`config.mk`:
```
export PLATFORM = sky130hd
export DESIGN_NAME = ws2811_frame_ctrl_flat
export DESIGN_NICKNAME = d
export VERILOG_FILES = /design/src/rtl/ws2811_frame_ctrl_if.sv /design/src/rtl/ws2811_frame_ctrl.sv /design/src/flat_wrapper.sv
export SDC_FILE = /design/constraint.sdc
export NUM_CORES = 1
export LEC_CHECK = 0
export CAP_MARGIN = 15
export CORE_ASPECT_RATIO = 1.75
export CORE_UTILIZATION = 50
export DETAILED_ROUTE_END_ITERATION = 8
export HOLD_SLACK_MARGIN = 0.1
export PLACE_DENSITY = 0.74
export RECOVER_POWER = 25
export SETUP_SLACK_MARGIN = 0.1
export SLEW_MARGIN = 30
export SYNTH_ARGS = -nofsm -noshare
export SYNTH_HDL_FRONTEND = slang
export SYNTH_SLANG_ARGS = --single-unit
```
`constraint.sdc`:
```
create_clock -name clk -period 6.7 [get_ports clk]
set_input_delay 0.67 -clock clk [delete_from_list [all_inputs] [get_ports clk]]
set_output_delay 0.67 -clock clk [all_outputs]
set_load 0.02 [all_outputs]
```
`src/rtl/ws2811_frame_ctrl_if.sv`:
```
// ws2811_frame_ctrl_if: bundles the host-side write/commit bus, the per-frame controls and
// status, and the driver-side request/pixel handshake of the frame controller.
//   master : host/pattern logic plus driver instance (drives wr_*, commit, enable, brightness,
//            drv_*; observes busy, commit_ack, frame_*, *_out)
//   slave  : ws2811_frame_ctrl
interface ws2811_frame_ctrl_if #(
    parameter int ADDR_W = 2
);
    logic              wr_en;
    logic [ADDR_W-1:0] wr_addr;
    logic [23:0]       wr_data;        // {G, R, B}
    logic              commit;
    logic              enable;
    logic [7:0]        brightness;
    logic              busy;
    logic              commit_ack;
    logic              frame_start;
    logic [15:0]       frame_count;
    logic              drv_data_request;
    logic [ADDR_W-1:0] drv_address;
    logic [7:0]        red_out;
    logic [7:0]        green_out;
    logic [7:0]        blue_out;

    modport master (
        output wr_en, wr_addr, wr_data, commit, enable, brightness,
        output drv_data_request, drv_address,
        input  busy, commit_ack, frame_start, frame_count,
        input  red_out, green_out, blue_out
    );

    modport slave (
        input  wr_en, wr_addr, wr_data, commit, enable, brightness,
        input  drv_data_request, drv_address,
        output busy, commit_ack, frame_start, frame_count,
        output red_out, green_out, blue_out
    );
endinterface

```
`src/rtl/ws2811_frame_ctrl.sv`:
```
// ws2811_frame_ctrl: ping-pong pixel store feeding a ws2811 strip driver.
// The host fills the back bank and commits; banks swap only when the driver requests LED 0,
// so the strip never shows a torn frame. Brightness and blanking are sampled at that same
// boundary and hold for the whole frame.
// Ports:
//   clk      system clock
//   reset_n  asynchronous active-low reset
//   bus      ws2811_frame_ctrl_if.slave (write port, commit, enable, brightness, status,
//            driver data_request/address, scaled GRB outputs)
module ws2811_frame_ctrl #(
    parameter int NUM_LEDS = 4,
    parameter int ADDR_W   = $clog2(NUM_LEDS)
) (
    input  logic                     clk,
    input  logic                     reset_n,
    ws2811_frame_ctrl_if.slave       bus
);
    localparam int unsigned NumLedsU = NUM_LEDS;

    typedef enum logic {StBlank, StRun} state_e;

    state_e      state_q, state_d;
    logic        front_q, front_d;
    logic        pending_q, pending_d;
    logic [7:0]  bright_q, bright_d;
    logic [15:0] count_q, count_d;
    logic        ack_q, ack_d;
    logic        fstart_q, fstart_d;

    logic [23:0] mem [2*NUM_LEDS];
    logic [23:0] pix_q;

    logic boundary;
    logic swap;
    logic wr_ok;

    assign boundary = bus.drv_data_request && (bus.drv_address == '0);
    // Only the registered pending can swap; a commit on the boundary cycle waits a frame.
    assign swap     = boundary && pending_q;
    assign wr_ok    = bus.wr_en && (32'(bus.wr_addr) < NumLedsU);

    always_ff @(posedge clk or negedge reset_n) begin
        if (!reset_n) begin
            state_q   <= StBlank;
            front_q   <= 1'b0;
            pending_q <= 1'b0;
            bright_q  <= 8'hFF;
            count_q   <= 16'd0;
            ack_q     <= 1'b0;
            fstart_q  <= 1'b0;
        end else begin
            state_q   <= state_d;
            front_q   <= front_d;
            pending_q <= pending_d;
            bright_q  <= bright_d;
            count_q   <= count_d;
            ack_q     <= ack_d;
            fstart_q  <= fstart_d;
        end
    end

    always_comb begin
        state_d   = state_q;
        front_d   = front_q;
        pending_d = pending_q;
        bright_d  = bright_q;
        count_d   = count_q;
        ack_d     = 1'b0;
        fstart_d  = 1'b0;
        if (swap) begin
            front_d   = ~front_q;
            pending_d = 1'b0;
            ack_d     = 1'b1;
        end else if (bus.commit) begin
            pending_d = 1'b1;
        end
        if (boundary) begin
            bright_d = bus.brightness;
            state_d  = bus.enable ? StRun : StBlank;
            fstart_d = 1'b1;
            count_d  = count_q + 16'd1;
        end
    end

    // Storage: no reset so it maps onto a plain RAM. Host writes always target the back bank.
    always_ff @(posedge clk) begin
        if (wr_ok) begin
            mem[{~front_q, bus.wr_addr}] <= bus.wr_data;
        end
    end

    // Read on the boundary cycle must already see the post-swap bank; front_d carries that.
    always_ff @(posedge clk) begin
        if (bus.drv_data_request) begin
            pix_q <= mem[{front_d, bus.drv_address}];
        end
    end

    function automatic logic [7:0] scale(input logic [7:0] c, input logic [7:0] b);
        logic [15:0] p;
        p = 16'(c) * (16'(b) + 16'd1);
        return p[15:8];
    endfunction

    // bright_q and state_q update on the same edge as the boundary read, so they always match
    // the pixel currently held in pix_q.
    always_comb begin
        bus.green_out = 8'd0;
        bus.red_out   = 8'd0;
        bus.blue_out  = 8'd0;
        if (state_q == StRun) begin
            bus.green_out = scale(pix_q[23:16], bright_q);
            bus.red_out   = scale(pix_q[15:8], bright_q);
            bus.blue_out  = scale(pix_q[7:0], bright_q);
        end
    end

    assign bus.busy        = pending_q;
    assign bus.commit_ack  = ack_q;
    assign bus.frame_start = fstart_q;
    assign bus.frame_count = count_q;
endmodule

```
`src/flat_wrapper.sv`:
```
// flat-port wrapper written by rule: the top's interface ports become plain ports
module ws2811_frame_ctrl_flat 
#(
    parameter int NUM_LEDS = 4,
    parameter int ADDR_W   = $clog2(NUM_LEDS)
)
  (clk, reset_n, bus_wr_en, bus_wr_addr, bus_wr_data, bus_commit, bus_enable, bus_brightness, bus_drv_data_request, bus_drv_address, bus_busy, bus_commit_ack, bus_frame_start, bus_frame_count, bus_red_out, bus_green_out, bus_blue_out);
  ws2811_frame_ctrl_if #(.ADDR_W(ADDR_W)) bus_i ();
  input  logic clk;
  input  logic reset_n;
  input wire logic [$bits(bus_i.wr_en)-1:0] bus_wr_en;
  input wire logic [$bits(bus_i.wr_addr)-1:0] bus_wr_addr;
  input wire logic [$bits(bus_i.wr_data)-1:0] bus_wr_data;
  input wire logic [$bits(bus_i.commit)-1:0] bus_commit;
  input wire logic [$bits(bus_i.enable)-1:0] bus_enable;
  input wire logic [$bits(bus_i.brightness)-1:0] bus_brightness;
  input wire logic [$bits(bus_i.drv_data_request)-1:0] bus_drv_data_request;
  input wire logic [$bits(bus_i.drv_address)-1:0] bus_drv_address;
  output wire logic [$bits(bus_i.busy)-1:0] bus_busy;
  output wire logic [$bits(bus_i.commit_ack)-1:0] bus_commit_ack;
  output wire logic [$bits(bus_i.frame_start)-1:0] bus_frame_start;
  output wire logic [$bits(bus_i.frame_count)-1:0] bus_frame_count;
  output wire logic [$bits(bus_i.red_out)-1:0] bus_red_out;
  output wire logic [$bits(bus_i.green_out)-1:0] bus_green_out;
  output wire logic [$bits(bus_i.blue_out)-1:0] bus_blue_out;
  assign bus_i.wr_en = bus_wr_en;
  assign bus_i.wr_addr = bus_wr_addr;
  assign bus_i.wr_data = bus_wr_data;
  assign bus_i.commit = bus_commit;
  assign bus_i.enable = bus_enable;
  assign bus_i.brightness = bus_brightness;
  assign bus_i.drv_data_request = bus_drv_data_request;
  assign bus_i.drv_address = bus_drv_address;
  assign bus_busy = bus_i.busy;
  assign bus_commit_ack = bus_i.commit_ack;
  assign bus_frame_start = bus_i.frame_start;
  assign bus_frame_count = bus_i.frame_count;
  assign bus_red_out = bus_i.red_out;
  assign bus_green_out = bus_i.green_out;
  assign bus_blue_out = bus_i.blue_out;
  ws2811_frame_ctrl #(.NUM_LEDS(NUM_LEDS), .ADDR_W(ADDR_W)) u_core (.clk(clk), .reset_n(reset_n), .bus(bus_i));
endmodule
```
==> results.sh <==
export IMPL_cts_tree="yes"
export IMPL_utilization=0.588
export IMPL_ctsRootBufferMaster="clkbuf_16"
export IMPL_start_util=0.510
export IMPL_syn2layout_area_growth_pct=15.1
export IMPL_yosys_top_cells_count="edfxtp_1, and2_1, inv_1"
export IMPL_skew_ns=0.0189
export IMPL_grt_max_degree=52
export IMPL_grt_overflow_total=0
export IMPL_rows=86
export IMPL_routed_wl_mm=36.3
export IMPL_drive_gt1_frac=0.123
export IMPL_tns_ns=0
export IMPL_max_slew_margin=-0.0426
export IMPL_final_nets=1702
export IMPL_max_cap_viol_count=1
export IMPL_wl_per_cell_um=19.6
export IMPL_ant_nets=0
export IMPL_worstPathCellList="ha_4, nand3_4, buf_6, xnor2_4, buf_12, nand2_1, fa_1, fa_1, inv_1, fa_1, fa_1, ha_4, o211ai_1, a211oi_4, a21oi_2, o21bai_1, mux2_2, dlygate4sd2_1"
export IMPL_criticalPathCategory="reg -> out"
export IMPL_cp_slowest_stage_delay_ns=0.57
export IMPL_drtIter0Drc=507
export IMPL_startpoint_type="flop"
export IMPL_clkTransAtPathRegs_ns=0.06
export IMPL_cp_common_cell="fa_1"
export IMPL_seq_area_frac_synth=0.447
export IMPL_crit_buf_inv=4
export IMPL_synth_distinct_cells=62
export IMPL_cts_path_max_buffers=3
export IMPL_gp_congestion=0.871
export IMPL_crit_required_ns=6.03
export IMPL_io_buffers=84
export IMPL_hpwlAfterDp_mm=25.5
export IMPL_antenna_found_initial=0
export IMPL_status="finished with violations"
export IMPL_violations="capacitance limit, slew limit"
export IMPL_grt_util_all_layers=0.223
export IMPL_die_h_um=240
export IMPL_synth_seq_cells=245
export IMPL_clock_latency_ns=0.50
export IMPL_synth_area_leader_cell="edfxtp_1"
export IMPL_min_path_type="reg -> reg"
export IMPL_ioPinCount=85
export IMPL_cp_end_kind="output port"
export IMPL_nFillCells=2550
export IMPL_async_flop_share=0.118
export IMPL_min_period_over_period=0.985
export IMPL_cts_max_level=1
export IMPL_via_count=10415
export IMPL_viasPerCell=5.63
export IMPL_clock_sinks=245
export IMPL_numCtsBuffers=19
export IMPL_tightest_slew_ns=1.56
export IMPL_coreArea_mm2=0.0316
export IMPL_grt_pass1_wl_mm=56.2
export IMPL_first_pass_iters=5
export IMPL_hold_viol_final=0
export IMPL_grt_pass1_vias=10938
export IMPL_finalSetupViolCount=0
export IMPL_syn_cell_area_mm2=0.0161
export IMPL_fp_dieArea_mm2=0.0330
export IMPL_clock_fmax_mhz=152
export IMPL_fin_crit_ns=6.60
export IMPL_rsz0062_at_grt="true"
export IMPL_synth_edf_count=216
export IMPL_syn_inst=1332
export IMPL_cp_arrival_ns=5.93
export IMPL_synth_top_area_frac=0.402
export IMPL_n_antenna_cell=0
export IMPL_syn_nets=1592
export IMPL_crit_family="adder cells"
export IMPL_drcViolationCount=0
export IMPL_crit_path_top_delay_cell="dfstp_2"
export IMPL_fp_dieW_um=138
export IMPL_drv_slew=30
export IMPL_avgSynthCellArea_um2=12.1
export IMPL_synth_ff_type="edfxtp_1"
export IMPL_synth_top_cells_by_area="edfxtp_1, fa_1, ha_1"
export IMPL_synth_warnings=0
export IMPL_path_max_fanout=6
export IMPL_yosysMostFrequentCell="edfxtp_1"
placed cells by master, fill, tap and decap left out, types with 8 or more instances in the layout:
cell	netlist	final
edfxtp_1	216	216
and2_1	141	140
inv_1	132	130
fa_1	120	119
ha_1	98	90
nor2_1	90	81
nand2_1	80	79
mux2i_1	74	74
buf_4	6	44
clkdlybuf4s50_1	0	43
a21oi_1	35	32
o21ai_0	36	30
xnor2_1	27	26
a221oi_2	23	23
clkbuf_16	0	21
dfrtp_1	21	21
xor2_1	18	16
nor3_1	17	15
nor2b_1	15	15
nand3_1	16	15
dlygate4sd3_1	0	15
and3_1	11	10
mux2_2	10	10
nand2b_1	9	9
nand4_1	9	9
dlymetal6s2s_1	0	9
dfstp_2	8	8
worst register-to-register path: cells and delay by family, from the launching register on:
kind | cells | cell delay, ns
muxes | 1 | 0.12
xor gates and xnor gates | 1 | 0.48
DFF | 1 | 0.61
buffers and inverters | 2 | 0.49
AOI/OAI and AO/OA | 1 | 0.38
layout make-up:
class                           instances  area [um^2]  area share
Clock buffer                           25          508      0.0273
Tap cell                              396          495      0.0266
Multi-Input combinational cell        905         8470       0.456
Timing Repair Buffer                  139         1340      0.0718
Inverter                              132          495      0.0266
Sequential cell                       245         7220       0.388
Clock inverter                          8         63.8     0.00343
flip-flops by register name, summed over array words and instances, names as in the netlist:
name and flops:
u_core.front_q 1, u_core.bus.busy 1, u_core.mem 192, u_core.bus.frame_start 1, u_core.bright_q 8, u_core.bus.commit_ack 1
u_core.bus.frame_count 16, u_core.pix_q 24, u_core.state_q 1
path summary, 6_finish.rpt:
kind,depth (start not counted),slack [ns],endpoint,from
min in group asynchronous,2,1.10,u_core.bus.busy,reset_n
max reg2reg,5,4.40,u_core.pix_q[12],u_core.front_q
min,1,0.50,u_core.bus.frame_count[2],u_core.bus.frame_count[2]
max in group asynchronous,2,4.68,u_core.bus.frame_count[1],reset_n
max,18,0.10,bus_blue_out[7],u_core.bright_q[1]
min reg2reg,1,0.50,u_core.bus.frame_count[2],u_core.bus.frame_count[2]
stage by stage:
stage / hold slack [ns] / instances / setup WS (ns) / area, um^2
2_1_floorplan: 0.374 / 1332 / 0.626 / 16100
3_3_place_gp: 0.460 / 1794 / 0.303 / 17500
3_5_place_dp: 0.482 / 1794 / 0.171 / 17500
4_1_cts: 0.493 / 1830 / 0.0785 / 18200
5_1_grt: 0.521 / 1850 / -0.0494 / 18600
6_report: 0.496 / 1850 / 0.101 / 18600
logic make-up after synthesis:
| kind of cell | after synthesis | synth area share |
|---|---|---|
| flip-flops | 245 | 0.447 |
| buffers and inverters | 182 | 0.0460 |
| multiplexers | 84 | 0.0528 |
| AND/OR/NAND/NOR | 414 | 0.135 |
| adder cells (fa/ha/maj) | 218 | 0.225 |
| XOR/XNOR | 46 | 0.0261 |
| AO/OA/AOI/OAI | 143 | 0.0680 |
layer usage:
metal,up-vias,global-route usage,share of wire
li1,4801,-,-
met1,5246,0.240,0.36
met5,-,0,0
met3,99,0.0182,0.032
met2,269,0.430,0.57
met4,0,0.101,0.041
timing repair:
action / 4_1_cts / 5_1_grt
pin swaps: 4 / 30
setup endpoints to repair: 19 / 24
hold buffers: 0 / 0
setup buffers: 3 / 16
hold endpoints to repair: 0 / 0
cloned: 0 / 3
gates resized for setup: 38 / 73
Power is left out: the tool's default activity adds up to more than one toggle a clock period on the data nets, which glitch-free logic cannot reach.
